[src/rtl/iob_bridge_pkg.sv]
// Shared definitions for the native-to-IOb bridge.
//   bridge_state_e : request FSM encoding (IDLE=0 ... ERR=4)
//   bridge_dbg_t   : debug view of the FSM exported by the bridge
//   DECERR_RDATA   : read data returned with an errored completion
//   sel_w_f        : width of the address MSB field that selects a slave
package iob_bridge_pkg;

  typedef enum logic [2:0] {
    ST_IDLE  = 3'd0,
    ST_REQ   = 3'd1,
    ST_RDATA = 3'd2,
    ST_DONE  = 3'd3,
    ST_ERR   = 3'd4
  } bridge_state_e;

  typedef struct packed {
    bridge_state_e state;
    logic          instr;
  } bridge_dbg_t;

  localparam int DECERR_RDATA = 0;

  // At least one select bit, even for a single slave.
  function automatic int sel_w_f(input int n_slaves);
    return (n_slaves <= 2) ? 1 : $clog2(n_slaves);
  endfunction

endpackage

[src/rtl/iob_timeout_cnt.sv]
// Per-transaction timeout counter.
//   clk_i, rst_i : clock, synchronous active-high reset
//   clr_i        : restart the count (transaction entering REQ)
//   en_i         : count this cycle (transaction in flight, clock enabled)
//   done_o       : this enabled cycle is the TIMEOUT-th one; tied 0 when TIMEOUT=0
module iob_timeout_cnt #(
  parameter int TIMEOUT = 255,
  localparam int CNT_W = (TIMEOUT > 0) ? $clog2(TIMEOUT + 1) : 1
) (
  input  logic clk_i,
  input  logic rst_i,
  input  logic clr_i,
  input  logic en_i,
  output logic done_o
);

  logic [CNT_W-1:0] cnt_q;

  always_ff @(posedge clk_i) begin
    if (rst_i || clr_i) begin
      cnt_q <= '0;
    end else if (en_i) begin
      cnt_q <= cnt_q + 1'b1;
    end
  end

  // done fires on the enabled cycle that brings the count to TIMEOUT, so the
  // abort edge lands exactly TIMEOUT cycles after entry into REQ.
  if (TIMEOUT == 0) begin : g_no_timeout
    assign done_o = 1'b0;
  end else begin : g_timeout
    assign done_o = en_i && (cnt_q == CNT_W'(TIMEOUT - 1));
  end

endmodule

[src/rtl/iob_native2iob_bridge.sv]
// Bridge from a PicoRV32-style native memory port to N_SLAVES IOb slaves.
// Handshakes:
//   native side : mem_valid_i is held with stable addr/wdata/wstrb until the
//                 single-cycle mem_ready_o pulse; the request is sampled only
//                 in IDLE, so a valid still held during DONE/ERR is not
//                 re-issued.
//   IOb side    : s_avalid_o[sel] stays high in REQ until s_ready_i[sel];
//                 read data is taken on s_rvalid_i[sel] in RDATA only.
// Ports:
//   clk_i, rst_i, cke_i   : clock, sync active-high reset, clock enable
//   boot_i                : boot mode; instruction fetches go to slave 0
//   mem_*                 : native request / response
//   s_avalid_o, s_addr_o, s_wdata_o, s_wstrb_o : registered IOb request
//   s_ready_i, s_rvalid_i, s_rdata_i           : per-slave responses
//   err_o, err_addr_o     : error pulse and address of the last errored request
//   dbg_o                 : FSM state and latched instr flag
module iob_native2iob_bridge
  import iob_bridge_pkg::*;
#(
  parameter int ADDR_W     = 32,
  parameter int DATA_W     = 32,
  parameter int N_SLAVES   = 2,
  parameter int TIMEOUT    = 255,
  parameter int BOOT_REMAP = 1,
  localparam int SEL_W     = sel_w_f(N_SLAVES)
) (
  input  logic                         clk_i,
  input  logic                         rst_i,
  input  logic                         cke_i,
  input  logic                         boot_i,
  input  logic                         mem_valid_i,
  input  logic                         mem_instr_i,
  input  logic [ADDR_W-1:0]            mem_addr_i,
  input  logic [DATA_W-1:0]            mem_wdata_i,
  input  logic [DATA_W/8-1:0]          mem_wstrb_i,
  output logic [DATA_W-1:0]            mem_rdata_o,
  output logic                         mem_ready_o,
  output logic [N_SLAVES-1:0]          s_avalid_o,
  output logic [ADDR_W-1:0]            s_addr_o,
  output logic [DATA_W-1:0]            s_wdata_o,
  output logic [DATA_W/8-1:0]          s_wstrb_o,
  input  logic [N_SLAVES-1:0]          s_ready_i,
  input  logic [N_SLAVES-1:0]          s_rvalid_i,
  input  logic [N_SLAVES*DATA_W-1:0]   s_rdata_i,
  output logic                         err_o,
  output logic [ADDR_W-1:0]            err_addr_o,
  output bridge_dbg_t                  dbg_o
);

  bridge_state_e       state_q, state_d;
  logic [SEL_W-1:0]    sel_q, sel_in;
  logic [ADDR_W-1:0]   addr_q, err_addr_q, err_addr_d;
  logic [DATA_W-1:0]   wdata_q, rdata_q, rdata_sel;
  logic [DATA_W/8-1:0] wstrb_q;
  logic                instr_q;
  logic                decerr_in, ready_sel, rvalid_sel;
  logic                ld_req, cap_rdata, set_err;
  logic                tmo_clr, tmo_en, tmo_done;

  // Slave select from address MSBs; boot remap only affects instruction fetches.
  always_comb begin
    sel_in = mem_addr_i[ADDR_W-1 -: SEL_W];
    if ((BOOT_REMAP != 0) && boot_i && mem_instr_i) begin
      sel_in = '0;
    end
  end

  assign decerr_in = (32'(sel_in) >= N_SLAVES);

  // Only the selected slave's response is visible to the FSM.
  always_comb begin
    ready_sel  = 1'b0;
    rvalid_sel = 1'b0;
    rdata_sel  = '0;
    for (int k = 0; k < N_SLAVES; k++) begin
      if (sel_q == SEL_W'(k)) begin
        ready_sel  = s_ready_i[k];
        rvalid_sel = s_rvalid_i[k];
        rdata_sel  = s_rdata_i[k*DATA_W +: DATA_W];
      end
    end
  end

  assign tmo_clr = cke_i && (state_q == ST_IDLE) && mem_valid_i && !decerr_in;
  assign tmo_en  = cke_i && ((state_q == ST_REQ) || (state_q == ST_RDATA));

  iob_timeout_cnt #(
    .TIMEOUT (TIMEOUT)
  ) u_timeout (
    .clk_i  (clk_i),
    .rst_i  (rst_i),
    .clr_i  (tmo_clr),
    .en_i   (tmo_en),
    .done_o (tmo_done)
  );

  always_comb begin
    state_d    = state_q;
    ld_req     = 1'b0;
    cap_rdata  = 1'b0;
    set_err    = 1'b0;
    err_addr_d = addr_q;
    case (state_q)
      ST_IDLE: begin
        if (mem_valid_i) begin
          ld_req = 1'b1;
          if (decerr_in) begin
            state_d    = ST_ERR;
            set_err    = 1'b1;
            err_addr_d = mem_addr_i;
          end else begin
            state_d = ST_REQ;
          end
        end
      end
      ST_REQ: begin
        // Timeout wins over a response arriving in the same cycle.
        if (tmo_done) begin
          state_d = ST_ERR;
          set_err = 1'b1;
        end else if (ready_sel) begin
          state_d = (wstrb_q != '0) ? ST_DONE : ST_RDATA;
        end
      end
      ST_RDATA: begin
        if (tmo_done) begin
          state_d = ST_ERR;
          set_err = 1'b1;
        end else if (rvalid_sel) begin
          cap_rdata = 1'b1;
          state_d   = ST_DONE;
        end
      end
      ST_DONE: state_d = ST_IDLE;
      ST_ERR:  state_d = ST_IDLE;
      default: state_d = ST_IDLE;
    endcase
  end

  always_ff @(posedge clk_i) begin
    if (rst_i) begin
      state_q    <= ST_IDLE;
      sel_q      <= '0;
      addr_q     <= '0;
      wdata_q    <= '0;
      wstrb_q    <= '0;
      instr_q    <= 1'b0;
      rdata_q    <= '0;
      err_addr_q <= '0;
    end else if (cke_i) begin
      state_q <= state_d;
      if (ld_req) begin
        sel_q   <= sel_in;
        addr_q  <= mem_addr_i;
        wdata_q <= mem_wdata_i;
        wstrb_q <= mem_wstrb_i;
        instr_q <= mem_instr_i;
        rdata_q <= '0;  // writes complete with zero read data
      end
      if (cap_rdata) begin
        rdata_q <= rdata_sel;
      end
      if (set_err) begin
        err_addr_q <= err_addr_d;
      end
    end
  end

  always_comb begin
    s_avalid_o = '0;
    if (state_q == ST_REQ) begin
      for (int k = 0; k < N_SLAVES; k++) begin
        s_avalid_o[k] = (sel_q == SEL_W'(k));
      end
    end
  end

  assign s_addr_o    = addr_q;
  assign s_wdata_o   = wdata_q;
  assign s_wstrb_o   = wstrb_q;
  assign mem_ready_o = (state_q == ST_DONE) || (state_q == ST_ERR);
  assign err_o       = (state_q == ST_ERR);
  assign err_addr_o  = err_addr_q;
  assign mem_rdata_o = (state_q == ST_DONE) ? rdata_q :
                       (state_q == ST_ERR)  ? DATA_W'(DECERR_RDATA) : '0;
  assign dbg_o       = '{state: state_q, instr: instr_q};

endmodule

[config.mk]
export PLATFORM = sky130hd
export DESIGN_NAME = iob_native2iob_bridge
export DESIGN_NICKNAME = d
export VERILOG_FILES = /design/src/rtl/iob_bridge_pkg.sv /design/src/rtl/iob_timeout_cnt.sv /design/src/rtl/iob_native2iob_bridge.sv
export SDC_FILE = /design/constraint.sdc
export NUM_CORES = 1
export LEC_CHECK = 0
export CAP_MARGIN = 10
export CORE_MARGIN = 3
export CORE_UTILIZATION = 43
export CTS_BUF_LIST = sky130_fd_sc_hd__clkbuf_4 sky130_fd_sc_hd__clkbuf_8
export DETAILED_ROUTE_END_ITERATION = 10
export HOLD_SLACK_MARGIN = 0.05
export PLACE_DENSITY_LB_ADDON = 0.25
export SYNTH_ARGS = -nofsm -noshare
export SYNTH_HDL_FRONTEND = slang
export SYNTH_HIERARCHICAL = 1
export SYNTH_SLANG_ARGS = --single-unit
export TNS_END_PERCENT = 30
[constraint.sdc]
create_clock -name clk_i -period 2.7 [get_ports clk_i]
set_input_delay 0.54 -clock clk_i [delete_from_list [all_inputs] [get_ports clk_i]]
set_output_delay 0.54 -clock clk_i [all_outputs]
set_load 0.005 [all_outputs]
==> summary.md <==
| Metric | Value |
|---|---|
| Worst Hold Class | `flop to flop` |
| Commonest cells in the netlist | `nand2_1, dfxtp_1, a21oi_1` |
| Seq cells post-synth | `145` |
| Synth area leaders | `dfxtp_1, nand2_1, a21oi_1` |
| I/O pin total | `282` |
| Ys async rst share | `0%` |
| Max Slew Vio Count | `0` |
| Sum of negative setup slack | `0 ns` |
| Final hold vios | `0` |
| Register area share after synthesis | `47.5%` |
| Critical Path Start Type | `flop` |
| Unrepaired setup endpoints after global routing | `false` |
| Starting Density | `45.1%` |
| Fmax | `385 MHz` |
| Largest stage delay, worst path | `0.55 ns` |
| P_leak | `0.00330 µW` |
| Tot GR Track Use | `22.9%` |
| Delay-heaviest family, CP | `buffers and inverters` |
| Power density cells | `546 nW/µm²` |
| Clock tree buffer depth | `2` |
| Clock Skew | `0.0121 ns` |
| Clock edge transition at the registers on the reported setup and hold paths | `0.08 ns` |
| Hold slack | `0.455 ns` |
| Post-synth cell types | `37` |
| Wire length per cell | `15.6 µm` |
| Crit path time final | `2.60 ns` |
| Die Wd | `125 µm` |
| Die H | `125 µm` |
| CTS tree | `done` |
| Area of the mapped netlist | `6110 µm²` |
| Total grt overflow | `0` |
| Most frequent cell after synthesis | `nand2_1` |
| Ratio of final minimum period to clock period | `96.1%` |
| Worst-skew pair later-pin latency | `0.45 ns` |
| Beginning of the critical path | `state_q[1]` |
| Antenna violations before repair | `0` |
| Area of the multi-input gates | `2800 µm²` |
| Residual DRC count | `0` |
| Syn_nets | `850` |
| Hold_buf cts | `0` |
| Reg2reg start | `state_q[0]` |
| Worst-Margin Slew | `0.562 ns` |
| DP Wirelength | `13,000 µm` |
| Iter 0 DRT Violations | `333` |
| Global-route wire length before repair | `29,000 µm` |
| Data required, critical path | `2.16 ns` |
| # Post-CTS Setup Buffers | `0` |
| Rows | `42` |
| Critical path data arrival time | `2.06 ns` |
| Setup violators final | `0` |
| Layout cells sized above 1 | `10.7%` |
| PortBufs | `281` |
| Syn Area/Cell | `8.66 µm²` |
| CTS H-tree lvls | `4` |
| Critical-path cell list | `buf_4 -> or3b_1 -> nor2_1 -> clkdlybuf4s50_1` |
| Post-Synthesis Cells | `706` |
| EDFF count, synth | `0` |
| Filler instances | `1,082` |
| Crit-path max FO | `7` |
| Syn-to-layout area delta | `55.0%` |
| Via count | `5,693` |
| Status | `finished clean` |
| TritonCTS Buffers | `17` |
| Number of global-route vias before repair | `5,613` |
| Yosys warns | `6` |
| Startpoint of the worst hold path | `s_wdata_o[26]` |
| Max transition margin | `62.5%` |
| Sink Count | `145` |
| Post-layout nets | `1,113` |
| CTS root buffer | `clkbuf_8` |
| Register cell area after layout | `2900 µm²` |
| Top_reg_cell synth | `dfxtp_1` |
| Worst setup EP type | `output pin` |
| Largest net degree at the start of global routing | `54` |
| Max Cap Violations | `0` |
| Ant. Diodes | `0` |
| DR pass1 iterations | `5` |
| Routed wire length | `18,100 µm` |
| Core area | `13,600 µm²` |
| Crit Path Category | `flop to output pin` |
| Routed Antenna Nets | `0` |
| Vias/cell | `4.92` |
| GPL Wtd Cong | `0.768` |
| Die ar. | `15,700 µm²` |
| Max stage delay cell, worst path | `clkdlybuf4s50_1` |
| Yosys top cell area share | `47.5%` |
| Area leader, netlist | `dfxtp_1` |
| Max VDD drop | `0.000513 V` |
| Critical path buffer and inverter count | `2` |
==> metal layers <==
metal | track usage [%] | part of all wire (%)
met1 | 25.2 | 39
met4 | 8.48 | 2.3
met2 | 39.2 | 50
met3 | 10.1 | 8.8
met5 | 0 | 0
==> kinds of logic (layout without fill, tap and decap cells) <==
kind of cell | after synthesis | count (layout) | share of synthesized area [%]
muxes | 67 | 67 | 11.7
xor gates and xnor gates | 5 | 5 | 0.717
adders and majority gates | 2 | 2 | 0.409
buffers and inverters | 62 | 338 | 6.70
AOI/OAI and AO/OA | 116 | 116 | 9.71
DFF | 145 | 145 | 47.5
and+or+nand+nor | 309 | 309 | 23.3
==> worst min-delay path, stage by stage, from the launching register on <==
cell and delay, ns:
dfxtp_1 0.31, nand2_1 0.05, a21oi_1 0.05
==> placed cells by master, fill, tap and decap left out, types with 3 or more instances in the layout <==
cell type	Yosys	routed
inv_1	4	4
nand4_1	3	3
nor2_1	42	42
a21oi_1	107	107
xor2_1	3	3
nand3_2	10	10
buf_4	5	15
dfxtp_1	145	144
inv_6	0	5
and2_1	32	32
buf_12	0	5
or3_1	4	4
o21ai_0	6	6
mux2i_1	33	33
nand3_1	26	26
nand2_1	177	177
clkdlybuf4s50_1	0	280
mux2_2	34	34
bufinv_16	0	6
clkbuf_8	0	18
==> repair_timing <==
action                     in CTS  in global routing
gates resized for setup         1                  1
pin swaps                       0                  0
hold endpoints to repair        0                  0
setup endpoints to repair      26                  5
==> layout make-up <==
| type | count | share of cell area (%) |
|---|---|---|
| tap | 176 | 2.32 |
| multi-input combinational | 499 | 29.6 |
| clock buffer | 18 | 2.62 |
| timing repair buffer | 301 | 32.0 |
| inverter | 5 | 0.251 |
| sequential | 145 | 30.7 |
| clock inverter | 14 | 2.62 |
==> path summary, 6_finish.rpt <==
check / depth (start not counted) / to / slack (ns)
max: 4 / s_avalid_o[1] / 0.10
min: 2 / s_wdata_o[26] / 0.45
max reg2reg: 9 / state_q[1] / 0.43
min reg2reg: 2 / s_wdata_o[26] / 0.45
==> sequential cells by signal (all words and copies together), names as in the netlist <==
register and cells:
err_addr_o 32, rdata_q 32, s_addr_o 32, s_wdata_o 32, u_timeout/cnt_q 8, s_wstrb_o 4
state_q 3, instr_q 1, sel_q 1
==> through the flow <==
stage	utilization (%)	area [µm²]	total power (µW)	cells	worst slack (ns)
after floorplan	-	6110	2700	706	0.342
after global placement	66.2	8970	3100	1126	0.205
after detailed placement	66.2	8970	3110	1126	0.169
after CTS	69.8	9470	5220	1158	0.0646
after global routing	69.9	9470	5390	1158	0.000692
final	69.9	9470	5170	1158	0.105
==> power breakdown <==
part / leakage (µW) / switching (µW) / total [µW] / internal [µW]
Sequential: 0.00118 / 60.5 / 2280 / 2220
Combinational: 0.00189 / 332 / 777 / 446
Clock: 0.000241 / 875 / 2110 / 1230
(Power assumes the default switching activity.)
